===== src/rtl/sr_rf_wb_arbiter_pkg.sv =====
// rtl/sr_rf_wb_arbiter_pkg.sv - shared types and constants for the register-file writeback arbiter
//
// Purpose: holds the arbiter FSM state enum, the default starvation limit and
//          the writeback port widths so the core and the arbiter agree on them.
// Ports:   none (package).
package sr_rf_wb_arbiter_pkg;

  localparam int unsigned STARVE_LIMIT_DEFAULT = 4;
  localparam int unsigned ADDR_W               = 5;
  localparam int unsigned DATA_W               = 32;
  localparam int unsigned CNT_W                = 4;

  typedef enum logic {
    ST_NORMAL   = 1'b0,
    ST_FORCE_P1 = 1'b1
  } arb_state_e;

endpackage


===== src/rtl/sr_rf_wb_arbiter.sv =====
// rtl/sr_rf_wb_arbiter.sv - two-port writeback arbiter in front of the register-file write port
//
// Purpose: merges the core writeback (p0, priority) and the multi-cycle unit
//          write request (p1) onto the single register-file write port, with a
//          starvation guard that forces p1 through after STARVE_LIMIT waits.
// Ports:
//   clk, rst                  clock, asynchronous active-high reset
//   p0_we/p0_addr/p0_data     core writeback request
//   p0_stall                  core must hold its writeback this cycle (comb)
//   p1_valid/p1_addr/p1_data  multi-cycle unit write request
//   p1_ready                  p1 request accepted when p1_valid is high (comb)
//   rf_we3/rf_a3/rf_wd3       registered register-file write port
//   starve_cnt                consecutive cycles p1 has waited (debug)
module sr_rf_wb_arbiter
  import sr_rf_wb_arbiter_pkg::*;
#(
  parameter int unsigned STARVE_LIMIT = STARVE_LIMIT_DEFAULT
) (
  input  logic              clk,
  input  logic              rst,
  input  logic              p0_we,
  input  logic [ADDR_W-1:0] p0_addr,
  input  logic [DATA_W-1:0] p0_data,
  output logic              p0_stall,
  input  logic              p1_valid,
  output logic              p1_ready,
  input  logic [ADDR_W-1:0] p1_addr,
  input  logic [DATA_W-1:0] p1_data,
  output logic              rf_we3,
  output logic [ADDR_W-1:0] rf_a3,
  output logic [DATA_W-1:0] rf_wd3,
  output logic [CNT_W-1:0]  starve_cnt
);

  localparam logic [CNT_W-1:0] LIMIT = CNT_W'(STARVE_LIMIT);

  arb_state_e       state;
  arb_state_e       state_next;
  logic             p0_eff;
  logic             p0_win;
  logic             p1_hs;
  logic             p1_starving;
  logic [CNT_W-1:0] cnt_inc;

  // Writes to x0 are architecturally discarded, so they never take the port.
  assign p0_eff      = p0_we && (p0_addr != '0);
  assign p0_win      = p0_eff && !p0_stall;
  assign p1_hs       = p1_valid && p1_ready;
  assign p1_starving = p1_valid && !p1_ready;
  assign cnt_inc     = (starve_cnt == LIMIT) ? LIMIT : starve_cnt + 1'b1;

  always_ff @(posedge clk or posedge rst) begin
    if (rst) begin
      state <= ST_NORMAL;
    end else begin
      state <= state_next;
    end
  end

  always_comb begin
    p0_stall   = 1'b0;
    p1_ready   = !p0_eff;
    state_next = state;
    case (state)
      ST_NORMAL: begin
        // Enter the forced cycle on the edge where the wait count reaches the limit.
        if (p1_starving && (cnt_inc == LIMIT)) begin
          state_next = ST_FORCE_P1;
        end
      end
      ST_FORCE_P1: begin
        p0_stall   = 1'b1;
        p1_ready   = 1'b1;
        state_next = ST_NORMAL;
      end
      default: state_next = ST_NORMAL;
    endcase
  end

  always_ff @(posedge clk or posedge rst) begin
    if (rst) begin
      starve_cnt <= '0;
    end else if (p1_starving) begin
      starve_cnt <= cnt_inc;
    end else begin
      starve_cnt <= '0;
    end
  end

  // p0_win and p1_hs are mutually exclusive: p1_ready is only high when p0 is
  // either not requesting or stalled, so at most one write is launched.
  always_ff @(posedge clk or posedge rst) begin
    if (rst) begin
      rf_we3 <= 1'b0;
      rf_a3  <= '0;
      rf_wd3 <= '0;
    end else begin
      rf_we3 <= 1'b0;
      if (p0_win) begin
        rf_we3 <= 1'b1;
        rf_a3  <= p0_addr;
        rf_wd3 <= p0_data;
      end else if (p1_hs && (p1_addr != '0)) begin
        rf_we3 <= 1'b1;
        rf_a3  <= p1_addr;
        rf_wd3 <= p1_data;
      end
    end
  end

endmodule

===== config.mk =====
export PLATFORM = sky130hd
export DESIGN_NAME = sr_rf_wb_arbiter
export DESIGN_NICKNAME = d
export VERILOG_FILES = /design/src/rtl/sr_rf_wb_arbiter_pkg.sv /design/src/rtl/sr_rf_wb_arbiter.sv
export SDC_FILE = /design/constraint.sdc
export NUM_CORES = 1
export LEC_CHECK = 0
export ABC_AREA = 1
export CORE_MARGIN = 2
export CORE_UTILIZATION = 43
export CTS_CLUSTER_SIZE = 40
export DETAILED_ROUTE_END_ITERATION = 8
export PLACE_DENSITY = 0.86
export SKIP_CTS_REPAIR_TIMING = 1
export SLEW_MARGIN = 20
export SYNTH_ARGS = -nofsm -noshare
export SYNTH_HDL_FRONTEND = slang
export SYNTH_SLANG_ARGS = --single-unit

===== constraint.sdc =====
create_clock -name clk -period 4.54 [get_ports clk]
set_clock_uncertainty 0.1 [all_clocks]
set_input_delay 1.362 -clock clk [delete_from_list [all_inputs] [get_ports clk]]
set_output_delay 1.362 -clock clk [all_outputs]
set_load 0.01 [all_outputs]

==> results of run 1 <==
-- cell type report --
class / instances / area, sq um
fillers: 441 / 1700
repair buffers: 124 / 1230
flip-flops and latches: 43 / 1080
multi-input cells: 215 / 1050
inverters: 49 / 186
well taps: 72 / 90.1
clock buffers: 6 / 72.6
clock inverters: 1 / 30.0
-- report_power, final --
group / total, mW / leakage [nW] / internal (mW) / switching [mW]
registers: 0.445 / 0.513 / 0.423 / 0.0227
clock network: 0.287 / 0.0513 / 0.161 / 0.125
logic: 0.286 / 1.28 / 0.164 / 0.122
total: 1.02 / 1.84 / 0.748 / 0.270
-- worst max-delay path, stage by stage --
cell and delay (ps):
clkdlybuf4s50_1 450, nor2_2 160, nand3_4 100, nand2_4 60
clkdlybuf4s50_1 520
-- state kept, by name, indices dropped and copies added, names as in the netlist --
register,flops
rf_we3,1
starve_cnt,4
state,1
rf_wd3,32
rf_a3,5
-- cells by family after synthesis --
| logic type | Yosys count |
|---|---|
| fa+ha+maj | 2 |
| compound gates | 5 |
| simple gates | 208 |
| flops | 43 |
| buf+inv | 65 |
-- routing by layer --
layer	global-route usage (%)	vias to the layer above	routed length, microns
met2	41.0	94	3430
li1	-	1223	-
met4	7.54	0	117
met5	0	-	0
met1	24.7	1111	2770
met3	4.20	11	432
-- per-stage QoR --
step / instance area (sq um) / utilization (%)
final: 3740 / 68.8
after global routing: 3740 / 68.8
after CTS: 3740 / 68.8
after detailed placement: 3640 / 66.9
after global placement: 3640 / 66.9
after floorplan: 2410 / -
-- worst paths after layout --
path / endpoint / slack, ps / cells past startpoint
min reg2reg: rf_a3[2] / 380 / 2
min in group asynchronous: rf_wd3[14] / 1490 / 2
max reg2reg: rf_wd3[5] / 2470 / 7
max: p1_ready / 420 / 5
min: rf_a3[2] / 380 / 2
max in group asynchronous: rf_wd3[4] / 2300 / 2
-- Yosys cell counts, types with 2 or more instances --
| master | n | area (sq um) |
|---|---|---|
| a21oi_1 | 2 | 10.0 |
| buf_2 | 7 | 35.0 |
| buf_6 | 3 | 33.8 |
| clkbuf_1 | 6 | 22.5 |
| dfrtp_1 | 43 | 1080 |
| ha_1 | 2 | 25.0 |
| inv_1 | 47 | 176 |
| nand2_1 | 121 | 454 |
| nand2_4 | 2 | 22.5 |
| nand3_1 | 40 | 200 |
| nand3b_1 | 33 | 248 |
| nor2_1 | 6 | 22.5 |
| nor2_2 | 2 | 12.5 |
| o21ai_0 | 3 | 15.0 |
==> results.json, run 1 <==
{
  "finalWirelength_mm": 6.76,
  "fmax_mhz": 243,
  "layout_setup_ws_ps": 421,
  "final_cell_mix": "121 x nand2_1, 121 x clkdlybuf4s50_1, 46 x inv_1, 43 x dfrtp_1, 40 x nand3_1",
  "dieHeight_microns": 78.8,
  "outcome": "complete, no violations",
  "pre_cts_ws_ps": 421,
  "yosys_warnings": 0,
  "slew_violations": 0,
  "areaGrowthSynthToFinish_pct": 55.5,
  "cp.required_ps": 3080,
  "rsz0062_at_grt": "false",
  "routed_via_density": 4.78,
  "synthCells": 323,
  "holdCritPathClass": "flop to flop",
  "synthArstFlopShare_pct": 100,
  "min_period_ps": 4120,
  "hp-start": "rf_a3[2]",
  "synth_top_family_by_area": "simple AND/OR/NAND/NOR gates",
  "grt-ovfl-total": 0,
  "rows": 27,
  "setup_viol": 0,
  "grt_pass1_wl_mm": 10.8,
  "drv_cap": 0,
  "arrival_ps": 2660,
  "drive_gt1_share_pct": 4.34,
  "vias": 2439,
  "remaining_drc_errors": 0,
  "io_pins": 122,
  "synth-compound-area-share_pct": 1.04,
  "crit_path_start_kind": "input port",
  "ant_nets": 0,
  "r2r_start": "state",
  "cts_made_buffers": 5,
  "hpwl_mm": 4.69,
  "end_kind": "output port",
  "grt_start_max_net_pins": 44,
  "grt_use_total_pct": 21.9,
  "setup_tns_ps": 0,
  "finalWeightedCongestion": 0.811,
  "grt_pass1_vias": 2455,
  "dieArea_sq_um": 6210,
  "synthMuxAreaShare_pct": 0,
  "synth_xor_area_share_pct": 0,
  "clockBufferDepth": 2,
  "wl_per_cell_microns": 13.2,
  "synthAdderAreaFrac_pct": 1.04,
  "ir_drop_mv": 0.149,
  "clk_pin_slew_ps": 80,
  "postSynthAreaPerCell_sq_um": 7.45,
  "layoutNonFillerInstCount": 510,
  "leakage_nw": 1.84,
  "ys_seq_area_share_pct": 44.7,
  "drt_pass1_iterations": 4,
  "total_power_mw": 1.02,
  "crit_fanout": 2,
  "crit_start": "p0_addr[4]",
  "synth_edf_count": 0,
  "cts_tree": "yes",
  "cts_htree_levels": 2,
  "relSlewSlack_pct": 41.6,
  "synth.cell_area_sq_um": 2410,
  "insertion_delay_ps": 290,
  "fin_nets": 518,
  "finalHoldViolations": 0,
  "yosys_register_bits": 43,
  "whs_ps": 383,
  "core-area_sq_um": 5440,
  "dp_cells": 503,
  "die_w_microns": 78.8,
  "worst-setup-path-type": "input port to output port",
  "antenna_cells": 0,
  "ys_types": 20,
  "power.density_nw_per_um2": 272,
  "root_buffer": "clkbuf_8",
  "ys.flop_type": "dfrtp_1",
  "cts_num_sinks": 43,
  "port_buffers": 121,
  "period_share_pct": 90.7,
  "drt_iter0_drc": 74,
  "synthSimpleGateAreaFrac_pct": 41.7,
  "tightest_slew_ps": 874,
  "antenna_found_initial": 0,
  "syn_nets": 403,
  "start_util_pct": 44.2
}
No activity file was read; power rests on OpenSTA's default activity.
==> inputs of run 2 (changes only) <==
CAP_MARGIN = 40   (was unset)
GPL_ROUTABILITY_DRIVEN = 0   (was unset)
==> results.json, run 2 (synthesis gave the netlist of run 1 again) <==
{
  "outcome": "complete, no violations",
  "largestRegisters": "rf_wd3 x32, rf_a3 x5, starve_cnt x4",
  "ant_nets": 0,
  "antenna_found_initial": 0,
  "p_seq_share_pct": 44.1,
  "io_pins": 122,
  "setup_tns_ps": 0,
  "fmax_mhz": 243,
  "port_buffers": 121,
  "drive_gt1_share_pct": 5.00,
  "cts_num_sinks": 43,
  "grt-ovfl-total": 0,
  "regArea_sq_um": 1080,
  "largest_reg_flops": 32,
  "final_cell_mix": "121 x nand2_1, 121 x clkdlybuf4s50_1, 46 x inv_1, 43 x dfrtp_1, 40 x nand3_1",
  "remaining_drc_errors": 0,
  "root_buffer": "clkbuf_8",
  "end_kind": "output port",
  "vias": 2456,
  "final_area_sq_um": 3770,
  "worst-setup-path-type": "input port to output port",
  "grt_use_total_pct": 23.6,
  "insertion_delay_ps": 300,
  "cpMaxStageDelayCell": "clkdlybuf4s50_1",
  "crit_fanout": 2,
  "cp.required_ps": 3080,
  "min_period_ps": 4110,
  "max_stage_delay_ps": 520,
  "start_util_pct": 44.2,
  "drv_cap": 0,
  "routed_via_density": 4.80,
  "tightest_slew_ps": 473,
  "wl_per_cell_microns": 13.8,
  "fill_cells": 452,
  "clk_pin_slew_ps": 90,
  "clockBufferDepth": 2,
  "core-area_sq_um": 5440,
  "cts_tree": "yes",
  "cts_htree_levels": 2,
  "grt_start_max_net_pins": 41,
  "areaGrowthSynthToFinish_pct": 56.7,
  "combPwrFrac_pct": 29.0,
  "drt_pass1_iterations": 6,
  "setup_viol": 0,
  "arrival_ps": 2650,
  "p_sw_mw": 0.282,
  "finalHoldViolations": 0,
  "dieHeight_microns": 78.8,
  "antenna_cells": 0,
  "crit_path_start_kind": "input port",
  "holdCritPathClass": "flop to flop",
  "max_flop_register": "rf_wd3",
  "period_share_pct": 90.5,
  "power.density_nw_per_um2": 268,
  "dieArea_sq_um": 6210,
  "hpwl_mm": 4.92,
  "die_w_microns": 78.8,
  "slew_violations": 0,
  "rsz0062_at_grt": "false",
  "finalWirelength_mm": 7.06,
  "leakage_nw": 1.86,
  "cts_made_buffers": 5,
  "p_int_mw": 0.728,
  "post-route-util_pct": 69.3,
  "fin_nets": 519,
  "grt_pass1_vias": 2464,
  "relSlewSlack_pct": 68.4,
  "p_clk_share_pct": 27.0,
  "dpl_cell_area_sq_um": 3670,
  "cp_cell_sequence": "clkdlybuf4s50_1 -> nor2_2 -> nand3_4 -> nand2_4 -> clkdlybuf4s50_1",
  "drt_iter0_drc": 105,
  "sw_frac_of_total_pct": 27.9,
  "grt_pass1_wl_mm": 11.5,
  "ir_drop_mv": 0.167,
  "cp_common_cell": "clkdlybuf4s50_1",
  "multi_input_area_sq_um": 1050,
  "rows": 27
}
run 2: per-layer routing:
| layer | track usage (%) | share of wire [%] |
|---|---|---|
| met1 | 28.7 | 41 |
| met2 | 40.9 | 49 |
| met3 | 5.23 | 8.1 |
| met4 | 8.95 | 2.3 |
| met5 | 0 | 0 |
run 2: final timing paths:
kind	startpoint	to	slack, ps	cells after the start
max in group asynchronous	rst	rf_a3[2]	2520	3
min reg2reg	rf_a3[2]	rf_a3[2]	380	2
min in group asynchronous	rst	rf_wd3[13]	1350	2
max	p0_addr[0]	p1_ready	430	5
min	rf_a3[2]	rf_a3[2]	380	2
max reg2reg	state	rf_wd3[18]	2420	7
run 2: cell type report:
cell class,count,area share (%)
clock buffers,7,2.56
flip-flops and latches,43,28.5
inverters,49,4.95
clock inverters,1,0.199
multi-input cells,215,27.9
repair buffers,125,33.5
well taps,72,2.39
run 2: stage by stage:
stage / worst slack (ps) / instances / power, mW / hold slack, ps
global placement: 444 / 503 / 0.736 / 360
CTS: 414 / 512 / 1.02 / 388
global route: 376 / 512 / 1.06 / 408
detailed placement: 420 / 504 / 0.746 / 364
finish: 432 / 512 / 1.01 / 382
floorplan: 1180 / 323 / 0.570 / 406
run 2: power by group through the flow:
stage	logic, mW	registers, mW	clock network [mW]
after detailed placement	0.294	0.452	0
after floorplan	0.0999	0.470	0
after CTS	0.295	0.445	0.280
final	0.292	0.445	0.272
after global routing	0.321	0.450	0.292
after global placement	0.285	0.451	0
run 2: worst max-delay path: cells and delay by family:
kind | cells | cell delay, ps
buf+inv | 2 | 960
simple gates | 3 | 310
